**src/rtl/fifo_burst_reader.sv**
```systemverilog
// Drains a synchronous FIFO into a valid/ready stream framed into bursts of BURST_LEN beats.
// A two-entry skid buffer absorbs the FIFO's one-cycle read latency; idle partial bursts are closed by a timeout.
module fifo_burst_reader #(
  parameter int DATA_WIDTH = 8,
  parameter int BURST_LEN  = 8,
  parameter int TIMEOUT    = 16
) (
  input  logic                  clk,
  input  logic                  rst,
  input  logic                  fifo_empty,
  input  logic [DATA_WIDTH-1:0] fifo_data,
  output logic                  fifo_rd,
  output logic                  m_valid,
  input  logic                  m_ready,
  output logic [DATA_WIDTH-1:0] m_data,
  output logic                  m_last,
  output logic                  busy
);
  localparam int BW = (BURST_LEN > 1) ? $clog2(BURST_LEN) : 1;
  localparam int TW = $clog2(TIMEOUT + 1);
  localparam logic [BW-1:0] LAST_BEAT = BW'(BURST_LEN - 1);
  localparam logic [TW-1:0] TIMER_MAX = TW'(TIMEOUT);

  typedef enum logic [1:0] {IDLE, ACTIVE, FLUSH} state_t;

  state_t                state_q, state_d;
  logic [DATA_WIDTH-1:0] buf0_q, buf0_d, buf1_q, buf1_d;
  logic [1:0]            count_q, count_d;
  logic                  inflight_q, inflight_d;
  logic [BW-1:0]         beat_q, beat_d;
  logic [TW-1:0]         timer_q, timer_d;

  logic       pop;
  logic [1:0] occ_after_pop;
  logic [1:0] tail_idx;
  logic       head_held;

  // A lone head word is held back unless we already know it is not the burst's last.
  always_comb begin
    m_valid = (count_q != 2'd0) &&
              ((count_q == 2'd2) || inflight_q || (beat_q == LAST_BEAT) || (state_q == FLUSH));
    m_last  = m_valid && ((beat_q == LAST_BEAT) || (state_q == FLUSH));
    m_data  = buf0_q;
    busy    = (state_q != IDLE);
    pop     = m_valid && m_ready;
    head_held = (count_q == 2'd1) && !m_valid;
  end

  always_comb begin
    occ_after_pop = count_q + {1'b0, inflight_q} - {1'b0, pop};
    fifo_rd       = rst && !fifo_empty && (state_q != FLUSH) && (occ_after_pop < 2'd2);
    tail_idx      = count_q - {1'b0, pop};
  end

  always_comb begin
    buf0_d     = buf0_q;
    buf1_d     = buf1_q;
    inflight_d = fifo_rd;
    count_d    = occ_after_pop;
    if (pop) begin
      buf0_d = buf1_q;
    end
    // The returning word lands behind whatever survives this cycle's pop.
    if (inflight_q) begin
      if (tail_idx == 2'd0) begin
        buf0_d = fifo_data;
      end else begin
        buf1_d = fifo_data;
      end
    end

    beat_d = beat_q;
    if (pop) begin
      beat_d = m_last ? '0 : beat_q + 1'b1;
    end

    state_d = state_q;
    timer_d = '0;
    case (state_q)
      IDLE: begin
        if (inflight_q) state_d = ACTIVE;
      end
      ACTIVE: begin
        if (timer_q == TIMER_MAX) begin
          state_d = FLUSH;
        end else begin
          if (head_held && !inflight_q && fifo_empty) timer_d = timer_q + 1'b1;
          if (pop && m_last && (count_d == 2'd0)) state_d = IDLE;
        end
      end
      FLUSH: begin
        if (pop) state_d = (count_d != 2'd0) ? ACTIVE : IDLE;
      end
      default: state_d = IDLE;
    endcase
  end

  always_ff @(posedge clk) begin
    if (!rst) begin
      state_q    <= IDLE;
      buf0_q     <= '0;
      buf1_q     <= '0;
      count_q    <= 2'd0;
      inflight_q <= 1'b0;
      beat_q     <= '0;
      timer_q    <= '0;
    end else begin
      state_q    <= state_d;
      buf0_q     <= buf0_d;
      buf1_q     <= buf1_d;
      count_q    <= count_d;
      inflight_q <= inflight_d;
      beat_q     <= beat_d;
      timer_q    <= timer_d;
    end
  end
endmodule
```
**config.mk**
```make
export PLATFORM = sky130hd
export DESIGN_NAME = fifo_burst_reader
export DESIGN_NICKNAME = d
export VERILOG_FILES = /design/src/rtl/fifo_burst_reader.sv
export SDC_FILE = /design/constraint.sdc
export NUM_CORES = 1
export LEC_CHECK = 0
export ABC_AREA = 1
export CORE_MARGIN = 2
export CORE_UTILIZATION = 25
export DETAILED_ROUTE_END_ITERATION = 16
export PLACE_DENSITY = 0.49
export SLEW_MARGIN = 0
export SYNTH_ARGS = -nofsm -noshare
export SYNTH_HDL_FRONTEND = slang
export SYNTH_SLANG_ARGS = --single-unit
```
**constraint.sdc**
```tcl
create_clock -name clk -period 2.8 [get_ports clk]
set_input_delay 0.56 -clock clk [delete_from_list [all_inputs] [get_ports clk]]
set_output_delay 0.56 -clock clk [all_outputs]
set_load 0.01 [all_outputs]
```
-- Yosys cells after proc, flatten, opt, wreduce, memory -nomap -nowiden
Index checks and enable logic that the tools add are counted.
- bits in read-only memories: 0
- output and inout port bits: 12
- bits in writable memories: 0
- memories kept: 0
- word-level logic and storage cells: 64
- bits in latches: 0
- bits in registers: 29
- add/subtract/negate cells: 5
- multiplexer cells: 10
- reduce and logical (&&, ||, !) cells: 27
- div/mod/pow operators: 0
- eq/ne operators: 10
- bitwise gates (word level): 4
- multiply operators: 0
- shifts and indexed selects: 0
- order comparisons: 1
- operators with widths (kind ; count):
    8-bit 2-to-1 mux ; 3
    1-bit logical AND ; 11
    2-bit 2-to-1 mux ; 4
    2-bit zero test ; 3
    2-bit inequality test (second input constant) ; 3
    2-bit case mux with 3 select lines ; 1
    2-bit nonzero test ; 3
    5-bit by 1-bit adder with 5-bit output (second input constant) ; 1
    5-bit equality test (second input constant) ; 1
    2-bit by 1-bit equality test with 1-bit output (second input constant) ; 2
    2-bit equality test (second input constant) ; 2
    1-bit logical OR ; 4
    1-bit NOT ; 4
    4-bit OR reduction ; 1
    2-bit by 1-bit subtractor with 2-bit output ; 2
    3-bit by 1-bit adder with 3-bit output (second input constant) ; 1
    3-bit equality test (second input constant) ; 1
    1-bit zero test ; 3
    3-bit 2-to-1 mux ; 1
    3-bit inequality test (second input constant) ; 1
    3-bit AND reduction ; 1
    2-bit by 1-bit adder with 2-bit output ; 1
    2-bit less-than comparator (second input constant) ; 1
    2-bit AND reduction ; 1
    1-bit 2-to-1 mux ; 1

-- Depth between registers and ports, before layout
Gate-level depths: netlist of the first run.
- depth in word-level cells: 12
- gate-level depth with buffers: 17
- depth with buffers taken out: 16

-- Worst setup path before layout of the first run
No wires, ideal clock.
- path type: register to output
- from: register beat_q[0]
- to: output port fifo_rd
- setup slack: 0.065 ns
- arrival time: 2.175 ns
- stages on the path, launching flop included: 15
- cell sequence: dfxtp_1 -> ha_1 -> ha_1 -> inv_1 -> nand3_2 -> nand3_1 -> buf_2 -> nand2_1 -> nand2_1 -> ha_1 -> xor2_1 -> inv_1 -> nand2_1 -> nand2_1 -> nor4_1
- longest elaborated chain between the ends: 8
- RTL lines (item ; line ; text):
    start: declaration ; 30 ; logic [BW-1:0] beat_q, beat_d;
    start signal: assignment ; 113 ; beat_q <= beat_d;
    3-bit equality test ; 41 ; ((count_q == 2'd2) || inflight_q || (beat_q == LAST_BEAT) || (state_q == FLUSH));
    1-bit logical OR (2 in series) ; 41 ;
    1-bit logical AND ; 40 ; m_valid = (count_q != 2'd0) &&
    1-bit logical AND ; 45 ; pop = m_valid && m_ready;
    2-bit by 1-bit subtractor with 2-bit output ; 50 ; occ_after_pop = count_q + {1'b0, inflight_q} - {1'b0, pop};
    2-bit less-than comparator ; 51 ; fifo_rd = rst && !fifo_empty && (state_q != FLUSH) && (occ_after_pop < 2'd2);
    1-bit logical AND ; 51 ;
    end: declaration ; 12 ; output logic fifo_rd,
Every way passes these cells.

-- Worst setup path after layout of the first run
- from: register beat_q[1]
- to: output port fifo_rd
The elaborated chain is that of the path after synthesis.

==> metrics.txt, run 1 <==
pre-CTS setup slack=-0.345 ns; #FFs+latches synth=29; drt first pass iters=4; Synth Area per Inst=about 6.8 µm²; M1 WL=1.72 mm; crit start category=flip-flop; post-synthesis cell area=~1400 µm²; CTS Hold Bufs=0; CTS Root Buffer Type=clkbuf_8; simple-gate area share of the yosys netlist=a little under a third; Max Slew Vio Count=0; TritonCTS clock tree=built; clk buf depth=2; core area=5510 µm²; initial antenna violation count=0; Req. time, crit path=between 2 and 2.5 ns; largest net degree at the start of global routing=24; PD cells=~840 nW/µm²; mux cell area share after synthesis=0%; status=finished clean; R2R setup slack=between 0.7 and 0.8 ns; Final Hold Viols=0; met2 WL=roughly 1.4 mm; share of cells above drive strength 1=between 10% and 20%; Post-synth EDFFs=0; RSZ-0062 raised after global routing=yes; Area growth, synth to finish=35.8%; Fillers=between 500 and 600; DP HPWL=around 2.3 mm; wire per inst=approximately 11 µm; chip height=just under 80 µm; Hold Slack=0.465 ns; TritonCTS Buffers=5; Worst Path Arrival=approximately 2.2 ns; nets=between 200 and 300; H-tree levels=2; final setup vio count=0; Clock Sinks=29; Max Clock Freq=between 0.3 and 0.4 GHz; clk_lat worst skew=0.27 ns; GRT Util Overall=11.5%; Clock Skew=0.00665 ns; total power=between 0.0015 and 0.002 W; first-pass GRT wire length=5.66 mm; vias in the first global route=1286; IO Port Bufs=23; Final WS setup=around 0.046 ns; antenna-violating nets left=0; post-synthesis sequential area ratio=roughly two fifths; WL final=3.39 mm; synthesis warning total=0; met3 WL post-DR=~190 µm; Yosys cell types=20; Tmin final=~2.8 ns; row cnt=27; post-synthesis compound-gate area fraction=under 10%; static leakage=around 0.94 nW; Hold WC Path Type=reg -> reg; total global routing overflow=0; Setup crit end kind=primary output; maximum VDD drop=between 0.3 and 0.4 mV; Vias=around 1400; number of remaining DRC errors=0; routability congestion estimate from global placement=between 0.7 and 0.8; Die Wd=approximately 79 µm; Mapped Cells=210; Post-Synth XOR/XNOR Area=~1.9%; Clock Pin Slew Worst Setup and Hold Paths=~0.060 ns; Synth Area in Adders=4.41%; WS Path Type=reg -> out; Setup TNS=0 ns; Tightest Pin Transition=0.526 ns; MaxCap Viol Count=0; Worst slew margin=about two thirds; Initial Utilization=about a quarter; Primary FF master, synth=dfxtp_1; highest metal used=met4; ys async rst share=0%; Ant. Diodes=0; Syn Nets=roughly 230; main combinational cell family by area after synthesis=simple AND/OR/NAND/NOR gates; DR iter-0 viols=between 90 and 100; I/O pin count=24; Final period util=between 90% and 100%; DIE AREA=~6300 µm²; vias per cell=between 4 and 5; Critical Path Fanout Max=3
## path summary, 6_finish.rpt
path	cells after the start	startpoint	endpoint
worst min register to register	1	timer_q[0]$_SDFF_PP0_	timer_q[0]$_SDFF_PP0_
worst max-delay path	14	beat_q[1]$_SDFFE_PN0P_	fifo_rd
worst min-delay path	1	timer_q[0]$_SDFF_PP0_	timer_q[0]$_SDFF_PP0_
worst max register to register	17	beat_q[1]$_SDFFE_PN0P_	state_q[0]$_SDFFE_PN0P_
## area by class of cell
cell class | count | area, µm² | share of cell area [%]
timing repair buffer | 36 | 325 | 16.9
multi-input combinational | 138 | 708 | 36.8
clock buffer | 8 | 80.1 | 4.16
tap | 72 | 90.1 | 4.68
inverter | 37 | 139 | 7.21
sequential | 29 | 583 | 30.3
## registers in the layout (all words and copies together), names as in the netlist
register,count
beat_q,3
m_data,8
state_q,2
inflight_q,1
count_q,2
timer_q,5
buf1_q,8
## report_power, final
group          internal (W)  switching (W)
Clock              0.000176       0.000147
Combinational      0.000343       0.000397
Sequential         0.000505      0.0000563
Total               0.00102       0.000601
## cells in the mapped netlist, types with 3 or more instances
master   number  area, µm²
nor2_1       43        161
nand2_1      42        158
inv_1        35        131
dfxtp_1      29        581
o21ai_0      18       90.1
a21oi_1       6       30.0
nand3_1       6       30.0
ha_1          5       62.6
nand4_1       4       25.0
nor3_1        4       20.0
buf_2         3       15.0
xor2_1        3       26.3
## layer usage
layer / GRT usage (%) / vias to the layer above
met5: 0 / -
li1: - / 719
met1: 15.8 / 605
met2: 16.9 / 34
met3: 3.52 / 5
met4: 4.14 / 0
## repair_timing
| action | in CTS | in global routing |
|---|---|---|
| gates resized for setup | 5 | 14 |
| endpoints found under the setup margin | 1 | 1 |
| buffers inserted | 0 | 3 |
| pin swaps | 0 | 4 |
## worst max-delay path: stages (launching register included)
cell	delay [ns]
dfxtp_2	0.33
ha_4	0.16
ha_4	0.15
inv_2	0.06
nand3_4	0.08
nand3_2	0.09
nand2_1	0.05
nand2_1	0.06
ha_2	0.17
xor2_1	0.18
inv_1	0.08
nand2_2	0.07
nand2_2	0.06
nor4_2	0.22
buf_2	0.16
## per-stage QoR
step           cells  cell area, µm²  util, %
2_1_floorplan    210            1420        -
3_3_place_gp     309            1770     32.2
3_5_place_dp     309            1770     32.2
4_1_cts          317            1850     33.5
5_1_grt          320            1930     35.0
6_report         320            1930     35.0
## cell usage in the layout, fill, tap and decap left out, types with 5 or more instances in the layout
cell             count
nand3_1              5
dfxtp_1             27
nor2_1              43
buf_4               13
nand2_1             40
o21ai_0             18
clkbuf_8             5
inv_1               34
clkdlybuf4s50_1     21
a21oi_1              6
## logic make-up (layout without fill, tap and decap cells)
group           Yosys count  count (layout)
flops                    29              29
fa+ha+maj                 5               5
compound gates           25              25
buf+inv                  43              81
xor+xnor                  3               3
simple gates            105             105
Power figures use the tool's default switching activity.
==> run 2: changes to the inputs <==
- CELL_PAD_IN_SITES_DETAIL_PLACEMENT: default -> 0
- CELL_PAD_IN_SITES_GLOBAL_PLACEMENT: default -> 2
- CTS_CLUSTER_DIAMETER: default -> 80
- PLACE_DENSITY: 0.49 -> 0.75
==> metrics.txt, run 2 (same netlist as run 1, synthesis figures left out) <==
status=finished clean; Tmin final=2.76 ns (+0.00292 ns); Hold WC Path Type=reg -> reg; CTS Root Buffer Type=clkbuf_8; Initial Utilization=25.7% (unchanged); worst-path cell chain=ha_4 > ha_4 > inv_2 > nand3_4 > nand3_2 > nand2_1 > nand2_1 > ha_2 > xor2_2 > inv_1 > nand2_2 > nand2_2 > nor4_2 > buf_2; post-route cell area=1960 µm² (+1.9%); Crit-path slowest cell=dfxtp_2; TritonCTS clock tree=built; initial antenna violation count=0 (unchanged); CP Buf/Inv Count=3 (unchanged); vias per cell=4.24 (-0.35%); number of remaining DRC errors=0 (unchanged); most common cell after layout, fill and taps aside=nor2_1; most frequent cells in the layout=nor2_1, nand2_1, inv_1; DIE AREA=6290 µm² (unchanged); TritonCTS Buffers=5 (unchanged); row cnt=27 (unchanged); placed cell area=1790 µm² (+0.85%); vias in the first global route=1308 (+1.7%); critical path's largest stage delay=0.34 ns (about the same); static leakage=0.955 nW (+1.6%); largest net degree at the start of global routing=24 (unchanged); antenna-violating nets left=0 (unchanged); Setup crit end kind=primary output; Area growth, synth to finish=38.4%; DP HPWL=2.38 mm (+4.9%); Fillers=606 (+3.4%); I/O pin count=24 (unchanged); Clock Sinks=29 (unchanged); Worst Path Arrival=2.20 ns (about the same); Clock Skew=0.00609 ns (-0.000568 ns); Post-Layout Cell Count=319 (-0.31%); nets=263 (-0.38%); Final Hold Viols=0 (unchanged); IO Port Bufs=23 (unchanged); WL final=3.43 mm (+1.2%); Clock Pin Slew Worst Setup and Hold Paths=0.07 ns (about the same); chip height=79.3 µm (unchanged); share of cells above drive strength 1=14.6% (+0.87 points); Tightest Pin Transition=0.370 ns (-0.156 ns); largest delay contributor family on the critical path=simple AND/OR/NAND/NOR gates; total power=0.00174 W (+6.9%); Max Clock Freq=0.363 GHz (-0.11%); maximum VDD drop=0.287 mV (-11%); MaxCap Viol Count=0 (unchanged); WS Path Type=reg -> out; Req. time, crit path=2.24 ns (about the same); DR iter-0 viols=52 (-45%); Max Slew Vio Count=0 (unchanged); crit start category=flip-flop; total global routing overflow=0 (unchanged); dpl cells=311 (+0.65%); Vias=1354 (-0.66%); final setup vio count=0 (unchanged); Ant. Diodes=0 (unchanged); Worst slew margin=75.3% (+10 points); routability congestion estimate from global placement=0.733 (-6.1%); clk buf depth=2 (unchanged); wire per inst=10.8 µm (+1.5%); GRT Util Overall=12.2% (+0.72 points); first-pass GRT wire length=5.90 mm (+4.3%); H-tree levels=2 (unchanged); Final period util=98.5% (+0.10 points); core area=5510 µm² (unchanged); Critical Path Fanout Max=3 (unchanged); Die Wd=79.3 µm (unchanged); drt first pass iters=4 (unchanged); RSZ-0062 raised after global routing=yes; clk_lat worst skew=0.28 ns (about the same); PD cells=886 nW/µm² (+4.9%)
run 2: path summary, 6_finish.rpt:
| kind | from | slack [ns] | end | cells past startpoint |
|---|---|---|---|---|
| max | beat_q[1]$_SDFFE_PN0P_ | 0.04 | fifo_rd | 14 |
| min reg2reg | timer_q[0]$_SDFF_PP0_ | 0.46 | timer_q[0]$_SDFF_PP0_ | 1 |
| max reg2reg | beat_q[1]$_SDFFE_PN0P_ | 0.79 | state_q[0]$_SDFFE_PN0P_ | 16 |
| min | timer_q[0]$_SDFF_PP0_ | 0.46 | timer_q[0]$_SDFF_PP0_ | 1 |
run 2: final cells by class:
class,count,area [µm²],area share (%)
multi-input cells,138,716,36.5
flip-flops and latches,29,583,29.7
repair buffers,35,318,16.2
inverters,37,139,7.08
well taps,72,90.1,4.59
clock buffers,7,86.3,4.40
clock inverters,1,30.0,1.53
run 2: timing repair:
| item | 4_1_cts | 5_1_grt |
|---|---|---|
| gates resized for setup | 5 | 15 |
| hold buffers | 0 | 0 |
| pin swaps | 0 | 5 |
| gates cloned | 0 | 0 |
| hold endpoints to repair | 0 | 0 |
| buffers inserted | 0 | 0 |
| setup endpoints to repair | 1 | 1 |
run 2: per-layer routing:
metal | GRT usage (%) | wire [µm]
met3 | 3.18 | 134
met4 | 5.69 | 62
met1 | 15.3 | 1670
met2 | 19.6 | 1570
met5 | 0 | 0
run 2: power breakdown:
part / internal [W] / switching [W] / leakage (nW)
clock network: 0.000290 / 0.000166 / 0.0585
registers: 0.000505 / 0.0000491 / 0.237
logic: 0.000327 / 0.000401 / 0.659
run 2: through the flow:
| stage | TNS (ns) | utilization [%] | setup WS (ns) | hold WS [ns] |
|---|---|---|---|---|
| finish | 0 | 35.6 | 0.0431 | 0.461 |
| global route | -0.0989 | 35.6 | -0.0989 | 0.509 |
| CTS | 0 | 34.5 | 0.00841 | 0.470 |
| detailed placement | -0.352 | 32.4 | -0.352 | 0.455 |
| global placement | -0.326 | 32.4 | -0.326 | 0.449 |
| floorplan | 0 | - | 0.0653 | 0.430 |
==> run 3: changes to the inputs <==
- CTS_BUF_LIST: default -> sky130_fd_sc_hd__clkbuf_16
==> metrics.txt, run 3 (same netlist as run 1, synthesis figures left out) <==
vias in the first global route=1310 (+0.15%); PD cells=932 nW/µm² (+5.2%); static leakage=0.979 nW (+2.5%); Critical Path Fanout Max=3 (unchanged); clk buf depth=2 (unchanged); initial antenna violation count=0 (unchanged); Sw Ratio=33.5% (-2.0 points); most common cell after layout, fill and taps aside=nor2_1; I/O pin count=24 (unchanged); Max Clock Freq=0.365 GHz (+0.74%); WS Path Type=reg -> out; TritonCTS clock tree=built; largest net degree at the start of global routing=24 (unchanged); Worst slew margin=75.4% (+0.14 points); register share of total power=29.7% (-2.2 points); Post-Layout Cell Count=319 (unchanged); Initial Utilization=25.7% (unchanged); H-tree levels=2 (unchanged); Clock Pin Slew Worst Setup and Hold Paths=0.05 ns (-0.02 ns); GRT Util Overall=12.1% (-0.17 points); reg-to-reg startpoint=beat_q[1]$_SDFFE_PN0P_; Clock Sinks=29 (unchanged); worst setup path startpoint=beat_q[1]$_SDFFE_PN0P_; dpl cells=311 (unchanged); NetSw=0.000627 W (+1.8%); Worst Path Arrival=2.18 ns (-0.02 ns); CP endpoint=fifo_rd; maximum VDD drop=0.400 mV (+40%); DR iter-0 viols=61 (+17%); wire per inst=10.7 µm (-0.93%); routability congestion estimate from global placement=0.733 (unchanged); WL final=3.40 mm (-0.93%); vias per cell=4.22 (-0.66%); IO Port Bufs=23 (unchanged); row cnt=27 (unchanged); Max Slew Vio Count=0 (unchanged); Setup crit end kind=primary output; R2R setup slack=0.79 ns (about the same); Final Hold Viols=0 (unchanged); total power=0.00187 W (+7.7%); Vias=1345 (-0.66%); Clock Skew=0.00501 ns (-0.00108 ns); Die Wd=79.3 µm (unchanged); total global routing overflow=0 (unchanged); nets=263 (unchanged); Tightest Pin Transition=0.367 ns (-0.00205 ns); # Post-CTS Setup Buffers=0 (unchanged); reg2reg end=state_q[0]$_SDFFE_PN0P_; crit start category=flip-flop; Clock power frac=31.5% (+5.3 points); TritonCTS Buffers=5 (unchanged); combinational share of power=38.8% (-3.1 points); most frequent cells in the layout=nor2_1, nand2_1, inv_1; antenna-violating nets left=0 (unchanged); Req. time, crit path=2.24 ns (about the same); Area growth, synth to finish=41.7%; RSZ-0062 raised after global routing=yes; Setup TNS=0 ns (unchanged); final setup vio count=0 (unchanged); number of remaining DRC errors=0 (unchanged); Final period util=97.7% (-0.72 points); DP HPWL=2.38 mm (unchanged); first-pass GRT wire length=5.87 mm (-0.58%); status=finished clean; CTS Root Buffer Type=clkbuf_16; DIE AREA=6290 µm² (unchanged); Ant. Diodes=0 (unchanged); Reg2Reg Depth=16 (unchanged); internal power=0.00125 W (+11%); drt first pass iters=4 (unchanged); multi-input logic area=716 µm² (unchanged); Fillers=602 (-0.66%); clk_lat worst skew=0.27 ns (about the same); Tmin final=2.74 ns (-0.0202 ns); Hold WC Path Type=reg -> reg; Reg area=583 µm² (unchanged); MaxCap Viol Count=0 (unchanged); chip height=79.3 µm (unchanged); core area=5510 µm² (unchanged); share of cells above drive strength 1=14.2% (-0.40 points)
## run 3: worst min path at each step
stage                     slack [ns]                  start                     to  cells after the start
after floorplan                 0.43  timer_q[0]$_SDFF_PP0_  timer_q[0]$_SDFF_PP0_                      1
after global placement          0.45  timer_q[0]$_SDFF_PP0_  timer_q[0]$_SDFF_PP0_                      1
after detailed placement        0.45  timer_q[0]$_SDFF_PP0_  timer_q[0]$_SDFF_PP0_                      1
after CTS                       0.47  timer_q[0]$_SDFF_PP0_  timer_q[0]$_SDFF_PP0_                      1
after global routing            0.50  timer_q[0]$_SDFF_PP0_  timer_q[0]$_SDFF_PP0_                      1
final                           0.46  timer_q[0]$_SDFF_PP0_  timer_q[0]$_SDFF_PP0_                      1
## run 3: critical path: stages (launching register included)
cell and delay [ns]:
dfxtp_2 0.33, ha_4 0.16, ha_4 0.15, inv_2 0.06
nand3_4 0.09, nand3_2 0.09, nand2_1 0.06, nand2_1 0.06
ha_2 0.19, xor2_2 0.14, inv_1 0.07, nand2_2 0.07
nand2_2 0.06, nor4_2 0.22, buf_2 0.17
## run 3: repair_timing
item	CTS	global route
hold buffers	0	0
setup endpoints to repair	1	1
gates resized for setup	5	15
cloned	0	0
pin swaps	0	5
## run 3: through the flow
step / setup slack (ns) / hold WS, ns / util, % / instance area [µm²]
6_report: 0.0633 / 0.458 / 36.5 / 2010
2_1_floorplan: 0.0653 / 0.430 / - / 1420
3_5_place_dp: -0.352 / 0.455 / 32.4 / 1790
4_1_cts: 0.0279 / 0.466 / 35.3 / 1940
5_1_grt: -0.0757 / 0.504 / 36.5 / 2010
3_3_place_gp: -0.326 / 0.449 / 32.4 / 1790
## run 3: layer usage
metal  vias to the layer above  part of all wire, %  track usage [%]
met1                       606                   47             15.3
met5                         -                    0                0
met2                        21                   48             19.5
met4                         0                  1.6             4.66
met3                         7                  3.4             3.18
li1                        711                    -                -
## run 3: power by group through the flow
stage	combinational [W]	clock, W	sequential [W]
after CTS	0.000693	0.000612	0.000549
after detailed placement	0.000695	0	0.000556
final	0.000727	0.000590	0.000555
after global routing	0.000825	0.000633	0.000568
after floorplan	0.000387	0	0.000574
after global placement	0.000698	0	0.000558
## run 3: layout make-up
class / count / area share [%]
clock buffer: 5 / 6.23
clock inverter: 3 / 1.87
tap: 72 / 4.49
inverter: 37 / 6.92
multi-input combinational: 138 / 35.6
timing repair buffer: 35 / 15.8
sequential: 29 / 29.0
